## config.mk

```make
export PLATFORM = sky130hd
export DESIGN_NAME = fetch_stage
export DESIGN_NICKNAME = d
export VERILOG_FILES = /design/src/rtl/fetch_stage.sv
export SDC_FILE = /design/constraint.sdc
export NUM_CORES = 1
export LEC_CHECK = 0
export CAP_MARGIN = 15
export CORE_MARGIN = 2
export CORE_UTILIZATION = 40
export CTS_CLUSTER_SIZE = 40
export DETAILED_ROUTE_END_ITERATION = 7
export PLACE_DENSITY = 0.78
export SKIP_CTS_REPAIR_TIMING = 1
export SLEW_MARGIN = 15
export SYNTH_ARGS = -nofsm -noshare
export SYNTH_HDL_FRONTEND = slang
export SYNTH_SLANG_ARGS = --single-unit
```

## constraint.sdc

```tcl
create_clock -name clk -period 2 [get_ports clk]
set_clock_uncertainty 0.1 [all_clocks]
set_input_delay 0.4 -clock clk [delete_from_list [all_inputs] [get_ports clk]]
set_output_delay 0.4 -clock clk [all_outputs]
set_load 0.02 [all_outputs]
```

## src/rtl/fetch_stage.sv

```systemverilog
// Instruction fetch stage: one outstanding request to instruction memory, a
// one-entry skid buffer for responses that arrive while decode is stalled,
// branch redirection with discard of stale responses, and a halt opcode that
// stops fetching until the next branch or reset.
module fetch_stage #(
    parameter logic [15:0] RESET_PC = 16'h0000,
    parameter logic [3:0]  HALT_OP  = 4'hF
) (
    input  logic        clk,
    input  logic        rst,
    input  logic        stall,
    input  logic        branch_taken,
    input  logic [15:0] branch_target,
    output logic        imem_req,
    output logic [15:0] imem_addr,
    input  logic        imem_valid,
    input  logic [15:0] imem_rdata,
    output logic [15:0] if_instr,
    output logic [15:0] if_pc_plus2,
    output logic        if_valid,
    output logic        halted
);

    typedef enum logic [1:0] {
        StWait  = 2'd0,
        StSkid  = 2'd1,
        StDrain = 2'd2,
        StHalt  = 2'd3
    } state_e;

    state_e      state_q, state_d;
    logic [15:0] pc_q, pc_d;
    // Address of the stale request still in flight while draining.
    logic [15:0] drain_addr_q, drain_addr_d;
    logic [15:0] instr_q, instr_d;
    logic [15:0] pcp2_q, pcp2_d;
    logic        valid_q, valid_d;
    logic [15:0] skid_instr_q, skid_instr_d;
    logic [15:0] skid_pcp2_q, skid_pcp2_d;

    logic [15:0] pc_plus2;
    logic [15:0] target_even;
    logic        req_active;
    logic        rdata_is_halt;
    logic        skid_is_halt;

    assign pc_plus2      = pc_q + 16'd2;
    assign target_even   = branch_target & 16'hFFFE;
    assign req_active    = (state_q == StWait) || (state_q == StDrain);
    assign rdata_is_halt = (imem_rdata[15:12] == HALT_OP);
    assign skid_is_halt  = (skid_instr_q[15:12] == HALT_OP);

    // Request and pipeline-register outputs; reset masks the request immediately.
    always_comb begin
        imem_req    = req_active && !rst;
        imem_addr   = (state_q == StDrain) ? drain_addr_q : pc_q;
        if_instr    = instr_q;
        if_pc_plus2 = pcp2_q;
        if_valid    = valid_q;
        halted      = (state_q == StHalt) && !rst;
    end

    // Next-state: branch wins over stall and capture; otherwise per-state fetch flow.
    always_comb begin
        state_d      = state_q;
        pc_d         = pc_q;
        drain_addr_d = drain_addr_q;
        instr_d      = instr_q;
        pcp2_d       = pcp2_q;
        valid_d      = stall ? valid_q : 1'b0;
        skid_instr_d = skid_instr_q;
        skid_pcp2_d  = skid_pcp2_q;

        if (branch_taken) begin
            pc_d         = target_even;
            valid_d      = 1'b0;
            skid_instr_d = 16'h0000;
            skid_pcp2_d  = 16'h0000;
            if (req_active && !imem_valid) begin
                // A response is still coming back for the old path; drop it first.
                state_d = StDrain;
                if (state_q == StWait) begin
                    drain_addr_d = pc_q;
                end
            end else begin
                state_d = StWait;
            end
        end else begin
            case (state_q)
                StWait: begin
                    if (imem_valid) begin
                        pc_d = pc_plus2;
                        if (stall) begin
                            skid_instr_d = imem_rdata;
                            skid_pcp2_d  = pc_plus2;
                            state_d      = StSkid;
                        end else begin
                            instr_d = imem_rdata;
                            pcp2_d  = pc_plus2;
                            valid_d = 1'b1;
                            state_d = rdata_is_halt ? StHalt : StWait;
                        end
                    end
                end
                StSkid: begin
                    if (!stall) begin
                        instr_d = skid_instr_q;
                        pcp2_d  = skid_pcp2_q;
                        valid_d = 1'b1;
                        state_d = skid_is_halt ? StHalt : StWait;
                    end
                end
                StDrain: begin
                    if (imem_valid) begin
                        state_d = StWait;
                    end
                end
                StHalt: begin
                    state_d = StHalt;
                end
                default: begin
                    state_d = StWait;
                end
            endcase
        end
    end

    // State registers with synchronous reset.
    always_ff @(posedge clk) begin
        if (rst) begin
            state_q      <= StWait;
            pc_q         <= RESET_PC;
            drain_addr_q <= 16'h0000;
            instr_q      <= 16'h0000;
            pcp2_q       <= 16'h0000;
            valid_q      <= 1'b0;
            skid_instr_q <= 16'h0000;
            skid_pcp2_q  <= 16'h0000;
        end else begin
            state_q      <= state_d;
            pc_q         <= pc_d;
            drain_addr_q <= drain_addr_d;
            instr_q      <= instr_d;
            pcp2_q       <= pcp2_d;
            valid_q      <= valid_d;
            skid_instr_q <= skid_instr_d;
            skid_pcp2_q  <= skid_pcp2_d;
        end
    end

endmodule

```

; ---- After elaboration in Yosys (flattened, before gate mapping)
; Index checks and enable logic that the tools add are counted.
; W data, S select, Z words.
[classes]
n_addsub = 1
n_eq_ne = 11
mux = 25
bitwise_logic = 1
n_reduce_logical = 17
[op_table]
columns = op, n
row1 = $mux W16, 10
row2 = $pmux W16 S2, 2
row3 = $add A16 B2 Y16 const B, 1
row4 = $mux W2, 8
row5 = $ne A3 B3 Y1 const B, 3
row6 = $reduce_and A3 Y1, 3
row7 = $eq A4 B4 Y1 const B, 2
row8 = $pmux W2 S4, 1
row9 = $ne A2 B2 Y1 const B, 3
row10 = $reduce_bool A2 Y1, 3
row11 = $reduce_and A5 Y1, 1
row12 = $eq A2 B2 Y1 const B, 2
row13 = $reduce_and A2 Y1, 2
row14 = $logic_and A1 B1 Y1, 3
row15 = $mux W1, 3
row16 = $eq A2 B1 Y1 const B, 1
row17 = $logic_not A1 Y1, 2
row18 = $logic_not A2 Y1, 1
row19 = $pmux W1 S2, 1
row20 = $reduce_or A2 Y1, 1
row21 = $logic_or A1 B1 Y1, 1
row22 = $not A1 Y1, 1
[word_totals]
ff_bits = 99
input_bits = 37
out_inout_bits = 51
wordCells = 64

; ---- Logic depth before layout (Yosys ltp)
; Gate-level depths: netlist of run 1.
[depth]
depth_word = 6
depth_mapped = 7
ltp_nobuf = 5

; ---- Worst setup path after synthesis of run 1
; No wires, ideal clock.
[synth_path]
kind = register to output
from = register state_q[1]
to = output port imem_addr[10]
arrival_ps = 1623
setup_slack_ps = -123
stages_incl_launch_ff = 6
path_buffers = 2
path_cell_list = dfxtp_1 -> buf_6 -> inv_1 -> nor2_1 -> clkbuf_1 -> mux2_2
[synth_between]
elab_chain_cells = 2
[synth_rtl]
columns = element, line_no
row1 = "start, declared", 31  ; state_e state_q, state_d;
row2 = "start signal, assigned", 131  ; state_q <= StWait;
row3 = "start signal, assigned", 140  ; state_q <= state_d;
row4 = $eq A2 B2 Y1, 56  ; imem_addr = (state_q == StDrain) ? drain_addr_q : pc_q;
row5 = $mux W16, 56
row6 = "end, declared", 15  ; output logic [15:0] imem_addr,
; Every way passes these cells.

; ---- Worst setup path after layout of run 1
[layout_path]
from = register state_q[1]
to = output port imem_addr[2]
; The elaborated chain is that of the path after synthesis.

==> results.cfg, run 1 <==
[clock_network]
clock-sinks = 95
cts_max_path_buffers = 2
cts_tree = built
path_clk_slew_ns = 0.09
clock-root-buffer = clkbuf_8
htreeDepth = 3
cts_buffers = 9
clk_latency_ns = 0.36

[routing]
dr.max_layer_used = met4
route.met2.wl_um = 5980
drc_errors = 0
drtIter0Drc = 355
postRouteAntennaNets = 0
met1_length_um = 5670
finalWirelength_um = 12700
wire_per_inst_um = 15.8
dr_wl_met3_um = 760
dr.pass1.iters = 7
via_per_inst = 5.49
vias = 4410

[sta]
fmax_mhz = 477
fin_crit_ns = 2.10
fin_ws_ns = -0.0971
finalHoldViolCount = 0
fin_crit_sh_pct = 105
grt_setup_unrepaired = yes
setup_viol = 14
slew_violations = 0

[critical_path]
crit_arrival_ns = 1.60
rr_endpoint = pc_q[5]
slowest_delay_ns = 0.35
required_ns = 1.50
cp_slowest_cell = dfxtp_2
cp_max_fo = 8
ff2ff_path_depth = 5
path_class = reg -> out
rrSetupSlack_ns = 0.05
r2r-start = state_q[1]
end_kind = primary output
crit_path_start_kind = flop
path_cells = inv_2, nor2_4, clkbuf_16, mux2_2, buf_6

[yosys]
synth_cells = 556
ys.flop_type = dfxtp_1
ys_async_sr_fraction_pct = 0
synth_area_um2 = 4460
synth_edf_count = 0
synth_seq_cells = 95
yosys_warnings = 0
seq_area_frac_synth_pct = 42.7
ys_types = 52
syn_area_per_cell_um2 = 8.01

[global_route]
grt_use_total_pct = 21.6
grt_max_degree = 33
first_global_vias = 4159
antenna_found_initial = 0
grt_pass1_wl_um = 20400
grt_overflow_total = 0

[pwr]
finalPower_mw = 4.33
internal_power_mw = 3.17
power_density_nw_per_um2 = 710
pwr-share-comb_pct = 19.0
ir_worst_vdd_mv = 0.340
p_sw_mw = 1.16
leakagePower_nw = 2.23
netSwitchingFraction_pct = 26.7
clkPwrFrac_pct = 34.2
seqPwrFrac_pct = 46.9

[layout]
drive_above_1_share_pct = 19.2
antennaDiodeCount = 0
fillers = 979
layout.nets = 696
syn_to_final_growth_pct = 36.9
fin_cells = 803
stdcell_area_um2 = 6100

[hold_path]
hold_path.class = reg -> reg
hold-path-cell-count = 2
holdCritStartpoint = if_pc_plus2[5]
holdPathEnd = if_pc_plus2[5]

[placed_design]
hpwl_um = 9030
dpl-instance-area_um2 = 5750
place_inst = 786
io_buffers = 84
gp_congestion = 0.923

[status]
status = complete, but fails checks
failed_checks = setup timing

[floorplan]
die-area_um2 = 12000
ios = 88
core.rowCount = 38
die_width_um = 110
start_util_pct = 41.1
core_um2 = 10800
fp.dieH_um = 110

[flow_run]
drv_cap = 0
==> sequential cells by signal (all words and copies together), names as in the netlist <==
register / count
if_valid: 1
if_pc_plus2: 15
state_q: 2
if_instr: 16
skid_instr_q: 16
pc_q: 15
skid_pcp2_q: 15
drain_addr_q: 15
==> per-layer routing <==
metal  vias to the layer above  track usage (%)
met3                        21             3.38
met1                      2085             29.0
met5                         -                0
li1                       2155                -
met4                         0             8.14
met2                       149             35.0
==> synthesized netlist by cell type, drive strengths merged, types with 2 or more instances <==
cell type | instances | area [um^2]
nand2 | 115 | 432
dfxtp | 95 | 1900
nor2 | 56 | 210
a21oi | 44 | 220
clkbuf | 31 | 118
a311oi | 24 | 210
buf | 24 | 135
o21ai | 18 | 90.1
nor4 | 17 | 136
nor3 | 16 | 80.1
a211oi | 15 | 118
mux2 | 14 | 158
xnor2 | 12 | 105
nand4 | 8 | 56.3
nand3 | 7 | 35.0
inv | 6 | 22.5
nand2b | 5 | 31.3
or3 | 5 | 31.3
xor2 | 5 | 43.8
a211o | 4 | 35.0
a31oi | 4 | 25.0
and4 | 3 | 26.3
o31a | 3 | 26.3
a31o | 2 | 17.5
and2 | 2 | 12.5
o211ai | 2 | 15.0
==> worst max-delay path by stage <==
stage                     depth (start not counted)             to  slack (ns)        from
after floorplan                                   5  imem_addr[10]        0.09  state_q[1]
after global placement                            6       pc_q[13]       -0.30  imem_valid
after detailed placement                          6       pc_q[13]       -0.36  imem_valid
after CTS                                         5  imem_addr[10]       -0.52  state_q[1]
after global routing                              5   imem_addr[2]       -0.15  state_q[1]
final                                             5   imem_addr[2]        -0.1  state_q[1]
==> final cells by class <==
class | instances | area [um^2] | share of cell area [%]
Clock buffer | 12 | 165 | 2.71
Clock inverter | 4 | 76.3 | 1.25
Inverter | 6 | 22.5 | 0.369
Multi-Input combinational cell | 401 | 2350 | 38.6
Sequential cell | 95 | 1900 | 31.2
Tap cell | 140 | 175 | 2.87
Timing Repair Buffer | 145 | 1400 | 23.0
==> cells in the final DEF, fill, tap and decap left out, types with 3 or more instances in the layout <==
master,n
a211o_1,4
a211oi_1,14
a21oi_1,44
a311oi_1,23
a31oi_1,4
and4_1,3
buf_12,6
buf_4,51
buf_6,16
clkbuf_8,12
clkdlybuf4s50_1,66
dfxtp_1,93
inv_1,5
mux2_2,6
mux2_4,8
nand2_1,115
nand2b_1,5
nand3_1,7
nand4_1,7
nor2_1,54
nor3_1,14
nor4_1,15
o21ai_0,18
o31a_1,3
or3_1,5
xnor2_1,12
xor2_1,5
==> worst max-delay path: cells and delay by family, from the launching register on <==
kind / cells / cell delay, ns
simple gates: 1 / 0.17
buf+inv: 3 / 0.37
flops: 1 / 0.35
mux: 1 / 0.34
==> power by group through the flow <==
stage	Combinational [mW]	Clock, mW	Sequential, mW
after floorplan	0.392	0	2.09
after global placement	0.774	0	2.07
after detailed placement	0.785	0	2.07
after CTS	0.790	1.50	2.03
after global routing	0.886	1.58	2.04
final	0.823	1.48	2.03
==> cells by family after synthesis <==
kind of cell             Yosys count  synth area share, %
multiplexers                      15                 3.76
buffers and inverters             61                 6.18
AO/OA/AOI/OAI                    126                 19.1
XOR/XNOR                          17                 3.34
AND/OR/NAND/NOR                  240                 24.6
adder cells (fa/ha/maj)            1                0.281
flip-flops                        95                 42.7
other                              1               0.0842
==> per-stage QoR <==
stage	setup WS (ns)	hold WS (ns)	TNS, ns	util [%]
2_1_floorplan	0.0854	0.333	0	-
3_3_place_gp	-0.299	0.338	-12.92	53.0
3_5_place_dp	-0.364	0.347	-15.17	53.0
4_1_cts	-0.523	0.359	-8.08	55.3
5_1_grt	-0.149	0.372	-1.59	56.3
6_report	-0.0971	0.355	-0.891	56.3
Note: power is estimated with default switching activity, not from simulation.
==> inputs of run 2 (changes only) <==
==> constraint.sdc (replaced) <==
create_clock -name clk -period 2 [get_ports clk]
set_clock_uncertainty 0.1 [all_clocks]
set_input_delay 0.4 -clock clk [delete_from_list [all_inputs] [get_ports clk]]
set_output_delay 0.4 -clock clk [all_outputs]
set_load 0.05 [all_outputs]
==> results.cfg, run 2 (synthesis results as in run 1) <==
[global_route]
grt_pass1_wl_um = 19800
antenna_found_initial = 0
grtUsageMet3_pct = 4.15
first_global_vias = 4086
grt_busiest_layer = met2
grt_use_total_pct = 21.0
grt_overflow_total = 0
use_met1_pct = 27.8
grtUsageMet2_pct = 34.1
grt_max_degree = 36

[sta]
finalHoldViolCount = 0
grt_setup_unrepaired = yes
relSlewSlack_pct = 65.3
tightest_slew_ns = 0.520
slew_violations = 0
fin_ws_ns = -0.109
fin_crit_sh_pct = 105
fin_tns_setup_ns = -1.48
setup_viol = 19
fmax_mhz = 474
fin_crit_ns = 2.11

[layout]
final_cell_mix = 115 x nand2_1, 93 x dfxtp_1, 69 x buf_4
antennaDiodeCount = 0
layout.nets = 692
drive_above_1_share_pct = 20.7
fillers = 937
fin_cells = 798
stdcell_area_um2 = 6060
syn_to_final_growth_pct = 36.1
final_common_cell = nand2_1
final_util_pct = 55.9

[pwr]
finalPower_mw = 4.12
power_density_nw_per_um2 = 679
leakagePower_nw = 2.50
ir_worst_vdd_mv = 0.461

[critical_path]
path_cells = inv_4, nor2_4, clkbuf_16, mux2_4, buf_8
path_class = reg -> out
end_kind = primary output
cp_max_fo = 8
cp_slowest_cell = dfxtp_4
crit_family = buffers and inverters
crit_arrival_ns = 1.61
required_ns = 1.50
path_buf_inv = 3
crit_path_start_kind = flop
rrSetupSlack_ns = 0.04
slowest_delay_ns = 0.39

[clock_network]
clock-sinks = 95
cts_tree = built
htreeDepth = 3
clk_latency_ns = 0.36
cts_max_path_buffers = 2
cts_buffers = 9
path_clk_slew_ns = 0.09
clock-root-buffer = clkbuf_8

[placed_design]
place_inst = 781
dpl-instance-area_um2 = 5630
io_buffers = 84
hpwl_um = 9160
gp_congestion = 0.884

[status]
status = complete, but fails checks
failed_checks = setup timing

[routing]
postRouteAntennaNets = 0
dr.pass1.iters = 5
via_per_inst = 5.60
vias = 4467
wire_per_inst_um = 16.0
finalWirelength_um = 12800
drc_errors = 0
drtIter0Drc = 434

[hold_path]
hold_path.class = in -> reg

[floorplan]
start_util_pct = 41.1
fp.dieH_um = 110
core_um2 = 10800
core.rowCount = 38
ios = 88
die_width_um = 110
die-area_um2 = 12000

[flow_run]
drv_cap = 0
-- run 2: changes by cell type in the layout (fill, tap and decap cells not counted), sizes merged --
| cell | delta |
|---|---|
| buf | +15 |
| clkbuf | -3 |
| clkdlybuf4s50 | -32 |
| dlymetal6s2s | +15 |
| clkinv | +2 |
| bufinv | -2 |
-- run 2: area by class of cell --
type                       instances  area (um^2)  share of cell area, %
inverter                           6         25.0                  0.413
clock buffer                      11          141                   2.33
tap                              140          175                   2.89
timing repair buffer             141         1420                   23.4
clock inverter                     4         22.5                  0.372
sequential                        95         1910                   31.5
multi-input combinational        401         2370                   39.1
-- run 2: final timing paths --
kind                  startpoint               to  cells after the start
setup / recovery      state_q[1]     imem_addr[7]                      5
hold / removal               rst  if_pc_plus2[10]                      2
setup reg to reg      state_q[0]          pc_q[5]                      4
hold reg to reg   if_pc_plus2[1]   if_pc_plus2[1]                      2
-- run 2: report_power, final --
group	leakage, nW	switching [mW]	total [mW]	internal (mW)
Clock	0.0850	0.644	1.12	0.474
Sequential	0.776	0.0550	2.03	1.97
Combinational	1.64	0.571	0.972	0.401
Total	2.50	1.27	4.12	2.85
-- run 2: stage by stage --
| stage | setup WS, ns | hold slack [ns] |
|---|---|---|
| finish | -0.109 | 0.231 |
| global route | -0.163 | 0.222 |
| CTS | -0.342 | 0.214 |
| detailed placement | -0.417 | 0.349 |
| global placement | -0.428 | 0.338 |
| floorplan | -0.0724 | 0.333 |
-- run 2: routing by layer --
| layer | part of all wire [%] | wire, um |
|---|---|---|
| met1 | 45 | 5770 |
| met2 | 47 | 6000 |
| met3 | 5.6 | 722 |
| met4 | 2.4 | 306 |
| met5 | 0 | 0 |
